## src/rtl/seven_seg_show.sv

```systemverilog
// seven_seg_show: 8-digit multiplexed 7-segment driver.
// Hex mode shows data nibbles directly.
// Decimal mode shows the result of a free-running sequential double-dabble converter.
module seven_seg_show #(
    parameter int SCAN_DIV = 100000
) (
    input  logic        clk,
    input  logic        clr,
    input  logic        mod,
    input  logic [31:0] data,
    output logic [7:0]  SEG,
    output logic [7:0]  AN
);

    localparam int CW = (SCAN_DIV > 2) ? $clog2(SCAN_DIV) : 1;

    typedef enum logic {
        CONV_IDLE,
        CONV_SHIFT
    } conv_state_t;

    conv_state_t state, state_next;

    logic [CW-1:0] scan_cnt;
    logic [2:0]    digit_idx;
    logic [31:0]   bin_reg;
    logic [31:0]   bin_snap;
    logic [39:0]   bcd_reg;
    logic [39:0]   bcd_adj;
    logic [39:0]   bcd_shifted;
    logic [4:0]    shift_cnt;
    logic [31:0]   disp_bcd;
    logic          load;
    logic          last_shift;
    logic [3:0]    nibble;
    logic [7:0]    seg_code;

    // Active-low segment pattern {dp,g,f,e,d,c,b,a} for one hex digit
    function automatic logic [7:0] hex_to_seg(input logic [3:0] v);
        case (v)
            4'h0: hex_to_seg = 8'hC0;
            4'h1: hex_to_seg = 8'hF9;
            4'h2: hex_to_seg = 8'hA4;
            4'h3: hex_to_seg = 8'hB0;
            4'h4: hex_to_seg = 8'h99;
            4'h5: hex_to_seg = 8'h92;
            4'h6: hex_to_seg = 8'h82;
            4'h7: hex_to_seg = 8'hF8;
            4'h8: hex_to_seg = 8'h80;
            4'h9: hex_to_seg = 8'h90;
            4'hA: hex_to_seg = 8'h88;
            4'hB: hex_to_seg = 8'h83;
            4'hC: hex_to_seg = 8'hC6;
            4'hD: hex_to_seg = 8'hA1;
            4'hE: hex_to_seg = 8'h86;
            default: hex_to_seg = 8'h8E;
        endcase
    endfunction

    // Scan timer: each digit stays lit for SCAN_DIV cycles, then the index advances
    always_ff @(posedge clk or negedge clr) begin
        if (!clr) begin
            scan_cnt  <= '0;
            digit_idx <= 3'd0;
        end else if (scan_cnt == CW'(SCAN_DIV - 1)) begin
            scan_cnt  <= '0;
            digit_idx <= digit_idx + 3'd1;
        end else begin
            scan_cnt <= scan_cnt + 1'b1;
        end
    end

    // Add-3 correction on every BCD nibble that is 5 or more, ahead of the shift
    always_comb begin
        bcd_adj = bcd_reg;
        for (int i = 0; i < 10; i++) begin
            if (bcd_reg[4*i +: 4] >= 4'd5) begin
                bcd_adj[4*i +: 4] = bcd_reg[4*i +: 4] + 4'd3;
            end
        end
        bcd_shifted = {bcd_adj[38:0], bin_reg[31]};
    end

    // Converter control: reload on idle or whenever data moves under a running conversion
    always_comb begin
        state_next = state;
        load       = (state == CONV_IDLE) || (data != bin_snap);
        last_shift = (state == CONV_SHIFT) && !load && (shift_cnt == 5'd31);
        if (load) begin
            state_next = CONV_SHIFT;
        end else if (last_shift) begin
            state_next = CONV_IDLE;
        end
    end

    // Converter state register
    always_ff @(posedge clk or negedge clr) begin
        if (!clr) begin
            state <= CONV_IDLE;
        end else begin
            state <= state_next;
        end
    end

    // Converter datapath: load operands, shift 32 times, publish lower 8 digits on the last shift
    always_ff @(posedge clk or negedge clr) begin
        if (!clr) begin
            bin_reg   <= '0;
            bin_snap  <= '0;
            bcd_reg   <= '0;
            shift_cnt <= '0;
            disp_bcd  <= '0;
        end else if (load) begin
            bin_reg   <= data;
            bin_snap  <= data;
            bcd_reg   <= '0;
            shift_cnt <= '0;
        end else if (state == CONV_SHIFT) begin
            bin_reg   <= {bin_reg[30:0], 1'b0};
            bcd_reg   <= bcd_shifted;
            shift_cnt <= shift_cnt + 5'd1;
            if (last_shift) begin
                disp_bcd <= bcd_shifted[31:0];
            end
        end
    end

    // Pick the nibble for the active digit from live data or the decimal display register
    always_comb begin
        nibble = mod ? data[{digit_idx, 2'b00} +: 4] : disp_bcd[{digit_idx, 2'b00} +: 4];
        seg_code = hex_to_seg(nibble);
    end

    // Output registers: anode and segments change together every cycle
    always_ff @(posedge clk or negedge clr) begin
        if (!clr) begin
            AN  <= 8'hFF;
            SEG <= 8'hFF;
        end else begin
            AN  <= ~(8'd1 << digit_idx);
            SEG <= seg_code;
        end
    end

endmodule

```

## config.mk

```make
export PLATFORM = sky130hd
export DESIGN_NAME = seven_seg_show
export DESIGN_NICKNAME = d
export VERILOG_FILES = /design/src/rtl/seven_seg_show.sv
export SDC_FILE = /design/constraint.sdc
export NUM_CORES = 1
export LEC_CHECK = 0
export ABC_AREA = 1
export CORE_MARGIN = 2
export CORE_UTILIZATION = 54
export CTS_BUF_LIST = sky130_fd_sc_hd__clkbuf_8
export DETAILED_ROUTE_END_ITERATION = 8
export PLACE_DENSITY = 0.76
export SLEW_MARGIN = 20
export SYNTH_ARGS = -nofsm -noshare
export SYNTH_HDL_FRONTEND = slang
export SYNTH_SLANG_ARGS = --single-unit
```

## constraint.sdc

```tcl
create_clock -name clk -period 1.9 [get_ports clk]
set_clock_uncertainty 0.15 [all_clocks]
set_input_delay 0.285 -clock clk [delete_from_list [all_inputs] [get_ports clk]]
set_output_delay 0.285 -clock clk [all_outputs]
set_load 0.005 [all_outputs]
```

### Yosys cells after proc, flatten, opt, wreduce, memory -nomap -nowiden

Memories as Yosys holds them, arrays and structs flattened. A register that Yosys moved wholly into a read port is not among the register bits.
Index checks and enable logic that the tools add are counted.

| operators by class | value |
|---|---|
| order comparisons | 10 |
| add/sub/neg operators | 13 |
| eq/ne operators | 3 |
| $mul | 0 |
| bitwise logic cells | 3 |
| div/mod/pow operators | 0 |
| reduce and logical (&&, ||, !) cells | 8 |
| mux-type cells | 20 |
| shift operators | 3 |

Operators with widths:

| kind | count |
|---|---|
| two-way mux 40 bit | 2 |
| two-way mux 32 bit | 2 |
| variable part select 32 x 6 -> 4 bit | 2 |
| greater-or-equal comparator 4 x 3 -> 1 bit (second input constant) | 10 |
| two-way mux 4 bit | 10 |
| adder 4 x 2 -> 4 bit (second input constant) | 9 |
| != test 32 bit | 1 |
| adder 17 x 1 -> 17 bit (second input constant) | 1 |
| equality test 17 bit (second input constant) | 1 |
| two-way mux 17 bit | 1 |
| two-way mux 5 bit | 2 |
| inverter 8 bit | 1 |
| left shift 1 x 3 -> 8 bit (first input constant) | 1 |
| adder 5 x 1 -> 5 bit (second input constant) | 1 |
| equality test 5 bit (second input constant) | 1 |
| nonzero test 2 bit | 2 |
| adder 3 x 1 -> 3 bit (second input constant) | 1 |
| adder 3 x 2 -> 3 bit (second input constant) | 1 |
| two-way mux 3 bit | 1 |
| AND reduction 3 bit | 1 |
| logical AND 1 bit | 2 |
| logical NOT 1 bit | 2 |
| two-way mux 1 bit | 2 |
| inverter 1 bit | 2 |
| logical OR 1 bit | 1 |

| storage, ports and cells | value |
|---|---|
| logic and storage cells | 71 |
| output and inout port bits | 16 |
| memory bits (writable) | 0 |
| flip-flop bits (word level) | 178 |
| latch bits | 0 |
| bits in read-only memories | 112 |
| memories | 1 |

Memory list:

| memory | depth | bits a word | read ports | clocked after memory_dff | write ports | RTL line | RTL |
|---|---|---|---|---|---|---|---|
| (no name shown) | 16 | 7 | 1 | 1 | 0 | 40 | `case (v)` |

### Logic depth before layout (Yosys ltp)

| depth | value |
|---|---|
| word-level depth | 7 |
| depth in mapped cells | 14 |
| gate-level depth less buffers | 13 |

### Least setup slack after synthesis

OpenSTA, ideal clock, no wires.

| timing | value |
|---|---|
| path kind | register -> register |
| start point | register digit_idx[0] |
| end point | register SEG[5] |
| data required time | 1.689 ns |
| path buffers | 2 |
| slack | -0.050 ns |
| setup time | 0.061 ns |
| clock period less this slack | 1.950 ns |
| stages on the path, launching flop included | 14 |
| arrival time | 1.739 ns |
| cell sequence | dfrtp_1 buf_4 inv_2 buf_2 nand3_1 nand3_1 nand3_1 nand2_1 inv_1 ha_1 nand3b_1 nand2_1 nand2_1 nand2_1 |

| between the ends | value |
|---|---|
| longest elaborated chain between the ends | 2 |

Ends and longest elaborated chain:

| element | RTL line | RTL |
|---|---|---|
| start: declaration | 25 | `logic [2:0] digit_idx;` |
| start signal: assignment | 67 | `digit_idx <= digit_idx + 3'd1;` |
| variable part select 32 x 6 -> 4 bit | 130 | `nibble = mod ? data[{digit_idx, 2'b00} +: 4] : disp_bcd[{digit_idx, 2'b00} +: 4];` |
| two-way mux 4 bit (*) | 130 |  |
| end: declaration | 11 | `output logic [7:0] SEG,` |

Every way passes the cells marked *; elsewhere a longest branch is shown, timed or not.
A chain may end at the register's enable or synchronous reset.

### Worst setup path in the final report

| timing | value |
|---|---|
| start point | input mod |
| end point | register SEG[6] |

| between the ends | value |
|---|---|
| longest elaborated chain between the ends | 1 |

Ends and longest elaborated chain:

| element | RTL line | RTL |
|---|---|---|
| start: declaration | 9 | `input logic mod,` |
| two-way mux 4 bit | 130 |  |

No other way between the ends.

==> flow_metrics.env <==
export IMPL_clock_tree_root_cell="clkbuf_8"
export IMPL_path_clk_slew_ns=0.09
export IMPL_maxSlewHeadroom=0.646
export IMPL_hold_violations=1
export IMPL_critPathMaxFanout=18
export IMPL_rsz0062_at_grt="yes"
export IMPL_dieHeight_um=132
export IMPL_cts_max_level=4
export IMPL_dp_slack_ns=-0.518
export IMPL_place_congestion=0.968
export IMPL_synth_async_reset_ratio=1.00
export IMPL_grt_pass1_wl_um=36200
export IMPL_die_x_um=132
export IMPL_synthFlopType="dfrtp_1"
export IMPL_busiest_layer="met2"
export IMPL_arrival_ns=2.21
export IMPL_hold_ws_ns=-0.000182
export IMPL_hp_class="in -> reg"
export IMPL_gr_usage_met1=0.320
export IMPL_grtUsageMet2=0.436
export IMPL_grt_overflow=0
export IMPL_drtAntennaViolNets=0
export IMPL_fin_nets=1362
export IMPL_ys_seq_area_frac=0.478
export IMPL_cts_sinks=169
export IMPL_yosysMostFrequentCell="nand2_1"
export IMPL_critPathKind="in -> reg"
export IMPL_p_sw_mw=1.85
export IMPL_internal_power_mw=5.32
export IMPL_synth_area_mm2=0.00889
export IMPL_slew_violations=0
export IMPL_drt_total_wl_um=23300
export IMPL_die_area_mm2=0.0175
export IMPL_powerDensity_mw_per_mm2=633
export IMPL_grt_pass1_vias=7561
export IMPL_io_pin_count=51
export IMPL_drive_above_1_share=0.201
export IMPL_dr_pass1_iters=7
export IMPL_coreArea_mm2=0.0160
export IMPL_antenna_found_initial=1
export IMPL_crit_required_ns=2.15
export IMPL_startpoint_type="input port"
export IMPL_maxCapViolations=0
export IMPL_via_per_inst=5.22
export IMPL_synth_area_leader_cell="dfrtp_1"
export IMPL_critPathCaptureType="flip-flop"
export IMPL_synth_warnings=0
export IMPL_drc=2
export IMPL_cts_inserted_buffers=17
export IMPL_seq_power_share=0.520
export IMPL_num_vias=7976
export IMPL_cts_buffer_depth=2
export IMPL_areaGrowthSynthToFinish_pct=27.4
export IMPL_syn_area_per_cell_um2=7.75
export IMPL_grt_usage=0.257
export IMPL_irDropWorstVdd_mv=0.513
export IMPL_synth_top_cells_by_count="nand2_1 (347), inv_1 (157), dfrtp_1 (154), nand3_1 (94), nor2_1 (78)"
export IMPL_power_mw=7.17
export IMPL_leakage_nw=6.00
export IMPL_status="complete, but fails checks"
export IMPL_multiInputGateArea_mm2=0.00384
export IMPL_synth_top_cell_area_share=0.433
export IMPL_dpl_hpwl_um=15800
export IMPL_drtIter0Drc=675
export IMPL_syn_inst=1148
export IMPL_swShare=0.258
export IMPL_utilization=0.708
export IMPL_seqCellArea_mm2=0.00425
export IMPL_clock_latency_ns=0.47
export IMPL_io_buffers=49
export IMPL_syn_num_nets=1212
export IMPL_fin_cells=1528
export IMPL_period_share=1.03
export IMPL_pwr_share_clk=0.366
export IMPL_yosys_top_cells_area="dfrtp_1 (43%), nand2_1 (15%), inv_1 (6.6%), nand3_1 (5.3%), dfstp_2 (4.4%)"
export IMPL_worst_pin_slew_ns=0.531
export IMPL_synth_edff_count=0
export IMPL_layout_min_cycle_time_ns=1.96
export IMPL_dpl_cell_area_mm2=0.0104
export IMPL_setup_violations=3
export IMPL_fillers=1172
export IMPL_use_met3=0.0565
export IMPL_ys_seq_elements=169
export IMPL_fin_ws_ns=-0.0555
export IMPL_drt_wirelength_per_cell_um=15.2
export IMPL_ys_types=36
export IMPL_final_area_mm2=0.0113
export IMPL_grt_max_degree=47
export IMPL_num_rows=46
export IMPL_max_freq_mhz=511
export IMPL_violations="design-rule violations, negative hold slack, negative setup slack"
export IMPL_start_util=0.556
export IMPL_place_inst=1470
export IMPL_cts_tree="built"
export IMPL_p_comb_frac=0.114
export IMPL_setup_tns_ns=-0.0705
[power groups by stage]
stage | clock network (mW) | logic (mW) | registers (mW)
CTS | 2.65 | 0.756 | 3.73
finish | 2.62 | 0.815 | 3.73
global placement | 0 | 0.734 | 3.79
global route | 2.79 | 0.895 | 3.74
detailed placement | 0 | 0.744 | 3.80
floorplan | 0 | 0.295 | 3.79
[final cells by class]
class                      count  share of cell area
tap                          216              0.0239
sequential                   169               0.375
multi-input combinational    734               0.339
antenna                        1            0.000221
timing repair buffer         203               0.167
inverter                     171              0.0573
clock inverter                13              0.0125
clock buffer                  19              0.0231
timing repair inverter         2             0.00133
[path summary, 6_finish.rpt]
kind                                           from                  endpoint  slack (ns)  depth (start not counted)
max                                             mod          SEG[6]$_DFF_PN1_       -0.06                         12
min                                         data[1]    bin_reg[1]$_DFFE_PN0P_     -0.0002                          3
max reg2reg                bin_snap[12]$_DFFE_PN0P_    bin_reg[4]$_DFFE_PN0P_       -0.01                          9
min reg2reg                shift_cnt[0]$_DFFE_PN0P_  shift_cnt[0]$_DFFE_PN0P_        0.33                          1
max in group asynchronous                       clr          SEG[0]$_DFF_PN1_        0.80                          3
min in group asynchronous                       clr   bin_reg[23]$_DFFE_PN0P_        0.19                          2
[layer usage]
layer / wire (um) / part of all wire / vias up
li1: - / - / 3849
met1: 9740 / 0.42 / 3770
met2: 11400 / 0.49 / 287
met3: 1290 / 0.056 / 70
met4: 808 / 0.035 / 0
met5: 0 / 0 / -
[critical path: stages]
cell and delay (ns):
dlygate4sd2_1 0.30, bufbuf_16 0.31, buf_4 0.15, or2_2 0.30, nand3_1 0.08, nand3_1 0.10
nand3_1 0.12, nand2_1 0.14, buf_4 0.20, nand2_1 0.08, inv_1 0.04, nor2_1 0.09
[cells in the final DEF (no fill, tap or decap), types with 9 or more instances in the layout]
cell | netlist | layout
dfrtp_1 | 154 | 152
o21ai_0 | 36 | 35
nand3_1 | 94 | 80
dlymetal6s2s_1 | 0 | 9
buf_4 | 11 | 125
nand2_1 | 347 | 340
nand3_2 | 0 | 14
nand4_1 | 47 | 47
nor3b_1 | 18 | 18
xor2_1 | 23 | 23
nor2_1 | 78 | 70
nor3_1 | 15 | 15
clkbuf_8 | 0 | 19
or2_2 | 9 | 9
clkdlybuf4s50_1 | 0 | 23
dlygate4sd2_1 | 0 | 16
buf_12 | 0 | 11
dfstp_2 | 15 | 15
inv_2 | 13 | 14
inv_1 | 157 | 154
ha_1 | 29 | 25
[timing repair]
| item | CTS | global route |
|---|---|---|
| pin swaps | 1 | 10 |
| resized for setup | 22 | 70 |
| hold buffers | 1 | 7 |
| buffers inserted | 3 | 10 |
| gates cloned | 1 | 3 |
| setup endpoints to repair | 29 | 106 |
| endpoints found under the hold margin | 41 | 7 |
[cell families (layout without fill, tap and decap cells)]
kind of cell,count (synthesis),in the layout,synth area share
AOI/OAI and AO/OA,49,49,0.0294
and+or+nand+nor,628,628,0.312
adders and majority gates,29,29,0.0408
buffers and inverters,245,408,0.113
DFF,169,169,0.478
other,1,2,0.000422
xor gates and xnor gates,27,27,0.0266
No activity file was read; power rests on OpenSTA's default activity.
